<file path="src/rtl/kb_pkg.sv">
// Shared PS/2 keyboard command codes, LED bit positions and controller state encoding.
// Pure declarations, no latency or flow control of its own.
package kb_pkg;

  localparam logic [7:0] KB_CMD_SET_LED = 8'hED;
  localparam logic [7:0] KB_ACK         = 8'hFA;
  localparam logic [7:0] KB_RESEND      = 8'hFE;

  localparam int LED_CAPS   = 2;
  localparam int LED_NUM    = 1;
  localparam int LED_SCROLL = 0;

  typedef enum logic [2:0] {
    ST_IDLE      = 3'd0,
    ST_CMD       = 3'd1,
    ST_WAIT_ACK1 = 3'd2,
    ST_ARG       = 3'd3,
    ST_WAIT_ACK2 = 3'd4
  } state_t;

  function automatic logic [7:0] led_mask(input logic [2:0] leds);
    return {5'b0, leds[LED_CAPS], leds[LED_NUM], leds[LED_SCROLL]};
  endfunction

  function automatic logic is_ack_or_resend(input logic [7:0] b);
    return (b == KB_ACK) || (b == KB_RESEND);
  endfunction

endpackage

</file>
<file path="src/rtl/kb_led_ctrl_if.sv">
// Byte, LED and transmitter signals between the LED controller and its host-side neighbours.
// Wires only; the transmitter side backpressures through i_tx_ready.
interface kb_led_ctrl_if;
  logic [2:0] i_leds;
  logic       i_byte_en;
  logic [7:0] i_byte;
  logic       i_tx_ready;
  logic       o_tx_en;
  logic [7:0] o_tx_byte;
  logic       o_byte_en;
  logic [7:0] o_byte;
  logic       o_busy;
  logic       o_err;
  logic [2:0] o_leds_applied;

  modport master (
    output i_leds, i_byte_en, i_byte, i_tx_ready,
    input  o_tx_en, o_tx_byte, o_byte_en, o_byte, o_busy, o_err, o_leds_applied
  );

  modport slave (
    input  i_leds, i_byte_en, i_byte, i_tx_ready,
    output o_tx_en, o_tx_byte, o_byte_en, o_byte, o_busy, o_err, o_leds_applied
  );
endinterface

</file>
<file path="src/rtl/kb_timeout_counter.sv">
// Ack timeout counter: o_expired is combinational once the count reaches LIMIT-1 while enabled.
// Saturates at LIMIT-1 (no wrap); i_clr restarts the count from zero.
module kb_timeout_counter #(
  parameter int WIDTH = 8,
  parameter int LIMIT = 100
) (
  input  logic clk,
  input  logic i_sclr,
  input  logic i_clr,
  input  logic i_en,
  output logic o_expired
);

  localparam logic [WIDTH-1:0] LAST = WIDTH'(LIMIT - 1);

  logic [WIDTH-1:0] count;

  always_ff @(posedge clk) begin
    if (i_sclr || i_clr) begin
      count <= '0;
    end else if (i_en && (count != LAST)) begin
      count <= count + WIDTH'(1);
    end
  end

  assign o_expired = i_en && (count == LAST);

endmodule

</file>
<file path="src/rtl/kb_led_ctrl.sv">
// Keeps keyboard lock LEDs in sync via the ED/mask/ack exchange and filters acks out of the byte stream.
// Filtered bytes and tx requests are registered (1 cycle); transmit waits on i_tx_ready without timing out.
module kb_led_ctrl
  import kb_pkg::*;
#(
  parameter int TIMEOUT_CYCLES = 2500000,
  parameter int MAX_RETRY      = 3
) (
  input logic          clk,
  input logic          i_sclr,
  kb_led_ctrl_if.slave bus
);

  localparam int TW = $clog2(TIMEOUT_CYCLES + 1);
  localparam int RW = $clog2(MAX_RETRY + 1);

  state_t        state_q, state_d;
  logic [2:0]    target_q, target_d;
  logic [2:0]    failed_q, failed_d;
  logic [2:0]    applied_q, applied_d;
  logic [RW-1:0] retry_q, retry_d;
  logic          err_q, err_d;
  logic          tx_en_q, tx_en_d;
  logic [7:0]    tx_byte_q, tx_byte_d;
  logic          byte_en_q, byte_en_d;
  logic [7:0]    byte_q;
  logic          in_wait, timer_clr, expired, got_ack, got_resend;

  assign in_wait    = (state_q == ST_WAIT_ACK1) || (state_q == ST_WAIT_ACK2);
  assign got_ack    = bus.i_byte_en && (bus.i_byte == KB_ACK);
  assign got_resend = bus.i_byte_en && (bus.i_byte == KB_RESEND);

  kb_timeout_counter #(
    .WIDTH (TW),
    .LIMIT (TIMEOUT_CYCLES)
  ) u_timeout (
    .clk       (clk),
    .i_sclr    (i_sclr),
    .i_clr     (timer_clr),
    .i_en      (in_wait),
    .o_expired (expired)
  );

  always_comb begin
    state_d   = state_q;
    target_d  = target_q;
    failed_d  = failed_q;
    applied_d = applied_q;
    retry_d   = retry_q;
    err_d     = err_q;
    tx_en_d   = 1'b0;
    tx_byte_d = tx_byte_q;
    timer_clr = 1'b0;
    byte_en_d = bus.i_byte_en && !(in_wait && is_ack_or_resend(bus.i_byte));

    case (state_q)
      ST_IDLE: begin
        // A target that already failed is not retried until the request changes.
        if ((bus.i_leds != applied_q) && !(err_q && (bus.i_leds == failed_q))) begin
          target_d = bus.i_leds;
          retry_d  = '0;
          state_d  = ST_CMD;
        end
      end
      ST_CMD, ST_ARG: begin
        if (bus.i_tx_ready) begin
          tx_en_d   = 1'b1;
          timer_clr = 1'b1;
          if (state_q == ST_CMD) begin
            tx_byte_d = KB_CMD_SET_LED;
            state_d   = ST_WAIT_ACK1;
          end else begin
            tx_byte_d = led_mask(target_q);
            state_d   = ST_WAIT_ACK2;
          end
        end
      end
      ST_WAIT_ACK1, ST_WAIT_ACK2: begin
        if (got_ack) begin
          if (state_q == ST_WAIT_ACK1) begin
            retry_d = '0;
            state_d = ST_ARG;
          end else begin
            applied_d = target_q;
            err_d     = 1'b0;
            state_d   = ST_IDLE;
          end
        end else if (got_resend || (!bus.i_byte_en && expired)) begin
          if (retry_q == RW'(MAX_RETRY)) begin
            err_d    = 1'b1;
            failed_d = target_q;
            state_d  = ST_IDLE;
          end else begin
            retry_d = retry_q + RW'(1);
            state_d = (state_q == ST_WAIT_ACK1) ? ST_CMD : ST_ARG;
          end
        end
      end
      default: state_d = ST_IDLE;
    endcase
  end

  always_ff @(posedge clk) begin
    if (i_sclr) begin
      state_q   <= ST_IDLE;
      target_q  <= '0;
      failed_q  <= '0;
      applied_q <= '0;
      retry_q   <= '0;
      err_q     <= 1'b0;
      tx_en_q   <= 1'b0;
      tx_byte_q <= '0;
      byte_en_q <= 1'b0;
      byte_q    <= '0;
    end else begin
      state_q   <= state_d;
      target_q  <= target_d;
      failed_q  <= failed_d;
      applied_q <= applied_d;
      retry_q   <= retry_d;
      err_q     <= err_d;
      tx_en_q   <= tx_en_d;
      tx_byte_q <= tx_byte_d;
      byte_en_q <= byte_en_d;
      if (byte_en_d) begin
        byte_q <= bus.i_byte;
      end
    end
  end

  assign bus.o_tx_en        = tx_en_q;
  assign bus.o_tx_byte      = tx_byte_q;
  assign bus.o_byte_en      = byte_en_q;
  assign bus.o_byte         = byte_q;
  assign bus.o_busy         = (state_q != ST_IDLE);
  assign bus.o_err          = err_q;
  assign bus.o_leds_applied = applied_q;

endmodule

</file>
<file path="src/flat_wrapper.sv">
// flat-port wrapper written by rule: the top's interface ports become plain ports
module kb_led_ctrl_flat import kb_pkg::*;
#(
  parameter int TIMEOUT_CYCLES = 2500000,
  parameter int MAX_RETRY      = 3
)
  (clk, i_sclr, bus_i_leds, bus_i_byte_en, bus_i_byte, bus_i_tx_ready, bus_o_tx_en, bus_o_tx_byte, bus_o_byte_en, bus_o_byte, bus_o_busy, bus_o_err, bus_o_leds_applied);
  kb_led_ctrl_if bus_i ();
  input logic clk;
  input logic i_sclr;
  input wire logic [$bits(bus_i.i_leds)-1:0] bus_i_leds;
  input wire logic [$bits(bus_i.i_byte_en)-1:0] bus_i_byte_en;
  input wire logic [$bits(bus_i.i_byte)-1:0] bus_i_byte;
  input wire logic [$bits(bus_i.i_tx_ready)-1:0] bus_i_tx_ready;
  output wire logic [$bits(bus_i.o_tx_en)-1:0] bus_o_tx_en;
  output wire logic [$bits(bus_i.o_tx_byte)-1:0] bus_o_tx_byte;
  output wire logic [$bits(bus_i.o_byte_en)-1:0] bus_o_byte_en;
  output wire logic [$bits(bus_i.o_byte)-1:0] bus_o_byte;
  output wire logic [$bits(bus_i.o_busy)-1:0] bus_o_busy;
  output wire logic [$bits(bus_i.o_err)-1:0] bus_o_err;
  output wire logic [$bits(bus_i.o_leds_applied)-1:0] bus_o_leds_applied;
  assign bus_i.i_leds = bus_i_leds;
  assign bus_i.i_byte_en = bus_i_byte_en;
  assign bus_i.i_byte = bus_i_byte;
  assign bus_i.i_tx_ready = bus_i_tx_ready;
  assign bus_o_tx_en = bus_i.o_tx_en;
  assign bus_o_tx_byte = bus_i.o_tx_byte;
  assign bus_o_byte_en = bus_i.o_byte_en;
  assign bus_o_byte = bus_i.o_byte;
  assign bus_o_busy = bus_i.o_busy;
  assign bus_o_err = bus_i.o_err;
  assign bus_o_leds_applied = bus_i.o_leds_applied;
  kb_led_ctrl #(.TIMEOUT_CYCLES(TIMEOUT_CYCLES), .MAX_RETRY(MAX_RETRY)) u_core (.clk(clk), .i_sclr(i_sclr), .bus(bus_i));
endmodule
</file>
<file path="config.mk">
export PLATFORM = sky130hd
export DESIGN_NAME = kb_led_ctrl_flat
export DESIGN_NICKNAME = d
export VERILOG_FILES = /design/src/rtl/kb_pkg.sv /design/src/rtl/kb_led_ctrl_if.sv /design/src/rtl/kb_timeout_counter.sv /design/src/rtl/kb_led_ctrl.sv /design/src/flat_wrapper.sv
export SDC_FILE = /design/constraint.sdc
export NUM_CORES = 1
export LEC_CHECK = 0
export CELL_PAD_IN_SITES_DETAIL_PLACEMENT = 1
export CELL_PAD_IN_SITES_GLOBAL_PLACEMENT = 2
export CORE_ASPECT_RATIO = 2
export CORE_MARGIN = 5
export CORE_UTILIZATION = 32
export CTS_CLUSTER_SIZE = 40
export DETAILED_ROUTE_END_ITERATION = 10
export PLACE_DENSITY = 0.78
export SYNTH_ARGS = -nofsm -noshare
export SYNTH_HDL_FRONTEND = slang
export SYNTH_SLANG_ARGS = --single-unit
</file>
<file path="constraint.sdc">
create_clock -name clk -period 2.4 [get_ports clk]
set_clock_uncertainty 0.05 [all_clocks]
set_input_delay 0.48 -clock clk [delete_from_list [all_inputs] [get_ports clk]]
set_output_delay 0.48 -clock clk [all_outputs]
set_load 0.1 [all_outputs]
</file>
### Word-level counts from Yosys, hierarchy flattened

Cells that the tools add are included.

* add/subtract/negate cells: 2
* multiply operators: 0
* divide/modulo/power cells: 0
* $lt $le $gt $ge: 0
* eq/ne operators: 17
* shifts and indexed selects: 0
* mux-type cells: 22
* bitwise logic cells: 2
* reductions and logical operators: 30

Operators with widths (count)
* adder 22 x 1 -> 22 bit (second input constant): 1
* equality test 22 bit (second input constant): 1
* != test 22 bit (second input constant): 1
* two-way mux 3 bit: 6
* equality test 8 bit (second input constant): 2
* two-way mux 2 bit: 7
* logical AND 1 bit: 9
* one-hot mux 3 bit (3 select lines): 1
* two-way mux 8 bit: 1
* AND reduction 4 bit: 2
* equality test 3 x 2 -> 1 bit (second input constant): 2
* two-way mux 1 bit: 6
* AND reduction 3 bit: 2
* nonzero test 2 bit: 3
* AND reduction 5 bit: 1
* logical OR 1 bit: 4
* != test 2 bit (second input constant): 2
* one-hot mux 2 bit (2 select lines): 1
* AND reduction 2 bit: 2
* OR reduction 2 bit: 2
* equality test 3 x 1 -> 1 bit (second input constant): 1
* equality test 3 bit: 1
* equality test 3 bit (second input constant): 1
* zero test 1 bit: 3
* 10 further kinds: 11

* register bits: 55
* latch bits: 0
* bits in writable memories: 0
* ROM bits: 0
* bits of input ports: 15
* output and inout port bits: 23
* word-level logic and storage cells: 84
* memories kept: 0

### Longest topological paths before layout

* word-level depth: 8
* depth in mapped cells: 7
* depth with buffers taken out: 6

### By module

From an unflattened synthesis, not the netlist that was laid out.

* cell total of the unflattened synthesis: 283
* area total of the unflattened synthesis: 2481.1 um2

By module, submodules not included
* kb_led_ctrl: instances 1, cells each 153, area an instance 1375.1 um2, seq. area each 580.6 um2
* kb_timeout_counter: instances 1, cells each 130, area an instance 1106.1 um2, seq. area each 440.4 um2

### Least setup slack after synthesis

No wires, ideal clock.

* kind: register to register
* start point: register u_core.state_q[2]
* end point: register u_core.state_q[1]
* setup time: 0.135 ns
* arrival time: 1.929 ns
* data required time: 2.215 ns
* path slack: 0.286 ns
* stages on the path, launching flop included: 6
* buffers on the path: 1
* clock period less this slack: 2.114 ns
* cells stage by stage: dfxtp_1 -> clkbuf_1 -> or3_1 -> a21oi_1 -> o311ai_0 -> o41ai_1

* word-level cells in the longest chain between the ends: 7
* elaborated cells on any way between the ends: 23
* those cells by class: 7 x eq/ne; 8 x mux; 8 x reduce/logical

RTL lines
* start: declaration: RTL line kb_led_ctrl.sv:17 `state_t state_q, state_d;`
* start signal: assignment: RTL line kb_led_ctrl.sv:116 `state_q <= state_d;`
* parallel branches: the longest is 7 deep, another holds equality test 3 x 2 -> 1 bit

Parallel ways; which one is timed is not known. The select of a mux whose other input is x is not followed.
A chain may end at the register's enable or synchronous reset.

### Worst setup path in the final report

* start point: register u_core.u_timeout.count[0]
* end point: register u_core.retry_q[1]

* word-level cells in the longest chain between the ends: 6

RTL lines
* start: declaration: RTL line kb_timeout_counter.sv:16 `logic [WIDTH-1:0] count;`
* start signal: assignment: RTL line kb_timeout_counter.sv:22 `count <= count + WIDTH'(1);`
* equality test 22 bit: RTL line kb_timeout_counter.sv:26 `assign o_expired = i_en && (count == LAST);`
* logical AND 1 bit: RTL line kb_timeout_counter.sv:26
* logical AND 1 bit: RTL line kb_led_ctrl.sv:88 `end else if (got_resend || (!bus.i_byte_en && expired)) begin`
* logical OR 1 bit: RTL line kb_led_ctrl.sv:88
* != test 3 x 1 -> 1 bit (no source line)
* AND reduction 5 bit (no source line)
* end signal: assignment: RTL line kb_led_ctrl.sv:120 `retry_q <= retry_d;`
* end: declaration: RTL line kb_led_ctrl.sv:21 `logic [RW-1:0] retry_q, retry_d;`

No other way between the ends.

==> flow_metrics.py <==
metrics = {
    "sta": {
        "period_share": 0.930,
        "report.final.slew_viol_count": 0,
        "timing.final.hold_violations": 0,
        "setup_viol": 0,
        "tns_ns": 0,
        "hold_ws_ns": 0.407,
        "rsz0062_at_grt": "true",
        "fmax_ghz": 0.448,
        "relSlewSlack": 0.576,
        "worst_pin_slew_ns": 0.632,
        "period_needed_ns": 2.23,
    },
    "global_route": {
        "grt_max_degree": 25,
        "grt_pass1_vias": 2456,
        "grt.total_usage": 0.159,
        "gr-total-overflow": 0,
        "grt_pass1_wl_mm": 12.1,
        "grt_antenna_before_repair": 0,
    },
    "synthesis": {
        "yosysTopAreaCell": "dfxtp_1",
        "synth.area.top_cells": "dfxtp_1, mux2i_1, nor2_1",
        "synth_top_area_share": 0.410,
        "ys_ff_latch": 51,
        "synth_area_per_cell_um2": 8.65,
        "synth_edf_count": 0,
        "ys.warnings.count": 0,
        "yosysMostFrequentCell": "dfxtp_1",
        "syn-cell-area_um2": 2490,
        "synthFlopType": "dfxtp_1",
        "synth.net_count": 305,
        "synth_seq_area_share": 0.410,
        "ys_async_sr_fraction": 0,
        "synth_cell_types": 53,
        "synth_common_cells": "dfxtp_1, nor2_1, nand2_1",
        "syn_inst": 288,
    },
    "critical_path": {
        "worstPathRequired_ns": 2.53,
        "start_kind": "flip-flop",
        "rrSetupSlack_ns": 0.17,
        "cp-end-kind": "flip-flop",
        "critPathMaxFanout": 4,
        "reg2reg_depth": 6,
        "reg2reg_from": "u_core.u_timeout.count[0]",
        "critPathArrivalTime_ns": 2.36,
        "r2r_end": "u_core.retry_q[1]",
        "crit_start": "u_core.u_timeout.count[0]",
        "endpoint": "u_core.retry_q[1]",
        "crit_type": "reg -> reg",
    },
    "cts": {
        "cts_setup_buffers": 0,
        "path_clk_slew_ns": 0.07,
        "postCtsHoldBufs": 0,
        "clock_sinks": 51,
        "cts_tree": "done",
        "clk_latency_ns": 0.29,
        "cts.htree.levels": 2,
        "root_buffer": "clkbuf_16",
        "cts_max_path_buffers": 2,
        "cts_resized": 0,
        "cts_buffers": 5,
    },
    "run_status": {
        "status": "complete, no violations",
    },
    "floorplan": {
        "start_util": 0.328,
        "rows": 45,
        "die_h_um": 135,
        "io_pins": 38,
        "core_um2": 7600,
        "die_x_um": 72.4,
        "die_area_um2": 9750,
    },
    "place": {
        "port_buffers": 36,
        "hpwlAfterDp_mm": 5.88,
        "gp_congestion": 0.808,
        "placed_cell_area_um2": 3070,
    },
    "layout": {
        "antenna_cells": 0,
        "multi_input_area_um2": 1370,
        "seq_area_um2": 1020,
        "finalNetCount": 358,
        "fillers": 895,
        "final_area_um2": 3210,
        "drive_gt1_frac": 0.178,
        "syn_to_final_growth_pct": 29.1,
    },
    "routing": {
        "drc": 0,
        "first_pass_iters": 3,
        "wl_per_cell_um": 16.9,
        "drt_iter0_drc": 111,
        "vias": 2354,
        "wl_mm": 7.36,
        "avgViaCountPerCell": 5.40,
        "ant_nets": 0,
    },
    "run": {
        "maxCapViolCount": 0,
    },
    "min_path": {
        "min-delay-path-class": "reg -> reg",
    },
    "power_and_ir_drop": {
        "leakage_nw": 1.22,
        "power.density_nw_per_um2": 644,
        "ir_drop_v": 0.000403,
    },
}
-- layout make-up --
class	instances	share of cell area
multi-input combinational	213	0.425
tap	94	0.0366
sequential	51	0.318
inverter	8	0.00934
clock buffer	7	0.0413
timing repair buffer	62	0.168
clock inverter	1	0.00156
-- kinds of logic after synthesis --
logic type / after synthesis / synth area share
AND/OR/NAND/NOR: 121 / 0.265
flip-flops: 51 / 0.410
buffers and inverters: 24 / 0.0432
AO/OA/AOI/OAI: 56 / 0.146
multiplexers: 16 / 0.0643
other: 1 / 0.00151
XOR/XNOR: 17 / 0.0598
adder cells (fa/ha/maj): 2 / 0.0100
-- critical path, stage by stage (launching register included) --
cell and delay (ns):
dfxtp_1 0.39, ha_1 0.19, nand3_1 0.13, or4b_2 0.69, o21ai_0 0.29, nand3_1 0.22, mux2i_1 0.16
-- routing by layer --
layer / wire length, um / track usage / vias to the layer above
met1: 2420 / 0.146 / 1175
met5: 0 / 0 / -
li1: - / - / 1142
met4: 149 / 0.0616 / 0
met2: 4590 / 0.326 / 28
met3: 203 / 0.0268 / 9
-- flip-flops by register name, indices dropped and copies added (netlist names) --
name                       flops
u_core.bus.o_byte              8
u_core.retry_q                 2
u_core.u_timeout.count        22
u_core.bus.o_tx_byte           4
u_core.failed_q                3
u_core.bus.o_byte_en           1
u_core.target_q                3
u_core.bus.o_leds_applied      3
u_core.bus.o_tx_en             1
u_core.bus.o_err               1
u_core.state_q                 3
-- how the worst min path moves through the flow --
stage | startpoint | endpoint | slack [ns] | cells past startpoint
4_1_cts | u_core.bus.o_tx_byte[1] | u_core.bus.o_tx_byte[1] | 0.41 | 2
2_1_floorplan | u_core.retry_q[1] | u_core.retry_q[1] | 0.39 | 2
3_3_place_gp | u_core.bus.o_byte[0] | u_core.bus.o_byte[0] | 0.40 | 2
6_report | u_core.bus.o_tx_byte[1] | u_core.bus.o_tx_byte[1] | 0.41 | 2
3_5_place_dp | u_core.bus.o_tx_byte[1] | u_core.bus.o_tx_byte[1] | 0.40 | 2
5_1_grt | u_core.bus.o_tx_byte[1] | u_core.bus.o_tx_byte[1] | 0.43 | 2
-- metrics by stage --
step                      cells  worst slack [ns]  utilization  power (mW)
after global routing        436           -0.0365        0.423        2.17
after global placement      428            -0.207        0.404        1.40
after floorplan             288             0.286            -        1.25
after CTS                   436            0.0107        0.422        2.11
final                       436             0.168        0.423        2.07
after detailed placement    428            -0.243        0.404        1.41
-- cells in the final DEF, fill, tap and decap left out, drive strengths merged, types with 2 or more instances in the layout --
master / instances
a21oi: 16
a311oi: 2
and3: 3
and4: 4
buf: 48
clkbuf: 7
clkdlybuf4s50: 13
dfxtp: 51
ha: 2
inv: 8
mux2i: 16
nand2: 19
nand3: 14
nand3b: 3
nand4: 4
nand4bb: 2
nor2: 36
nor3: 6
nor4: 2
nor4b: 3
o2111ai: 2
o21a: 6
o21ai: 14
o31ai: 4
o41ai: 2
or3: 10
or4: 4
or4b: 2
xnor2: 12
xor2: 5
-- power breakdown --
part	leakage, nW	switching (mW)	internal, mW
Combinational	0.733	0.328	0.150
Sequential	0.414	0.0267	0.877
Clock	0.0679	0.303	0.386
Note: power is estimated with default switching activity, not from simulation.
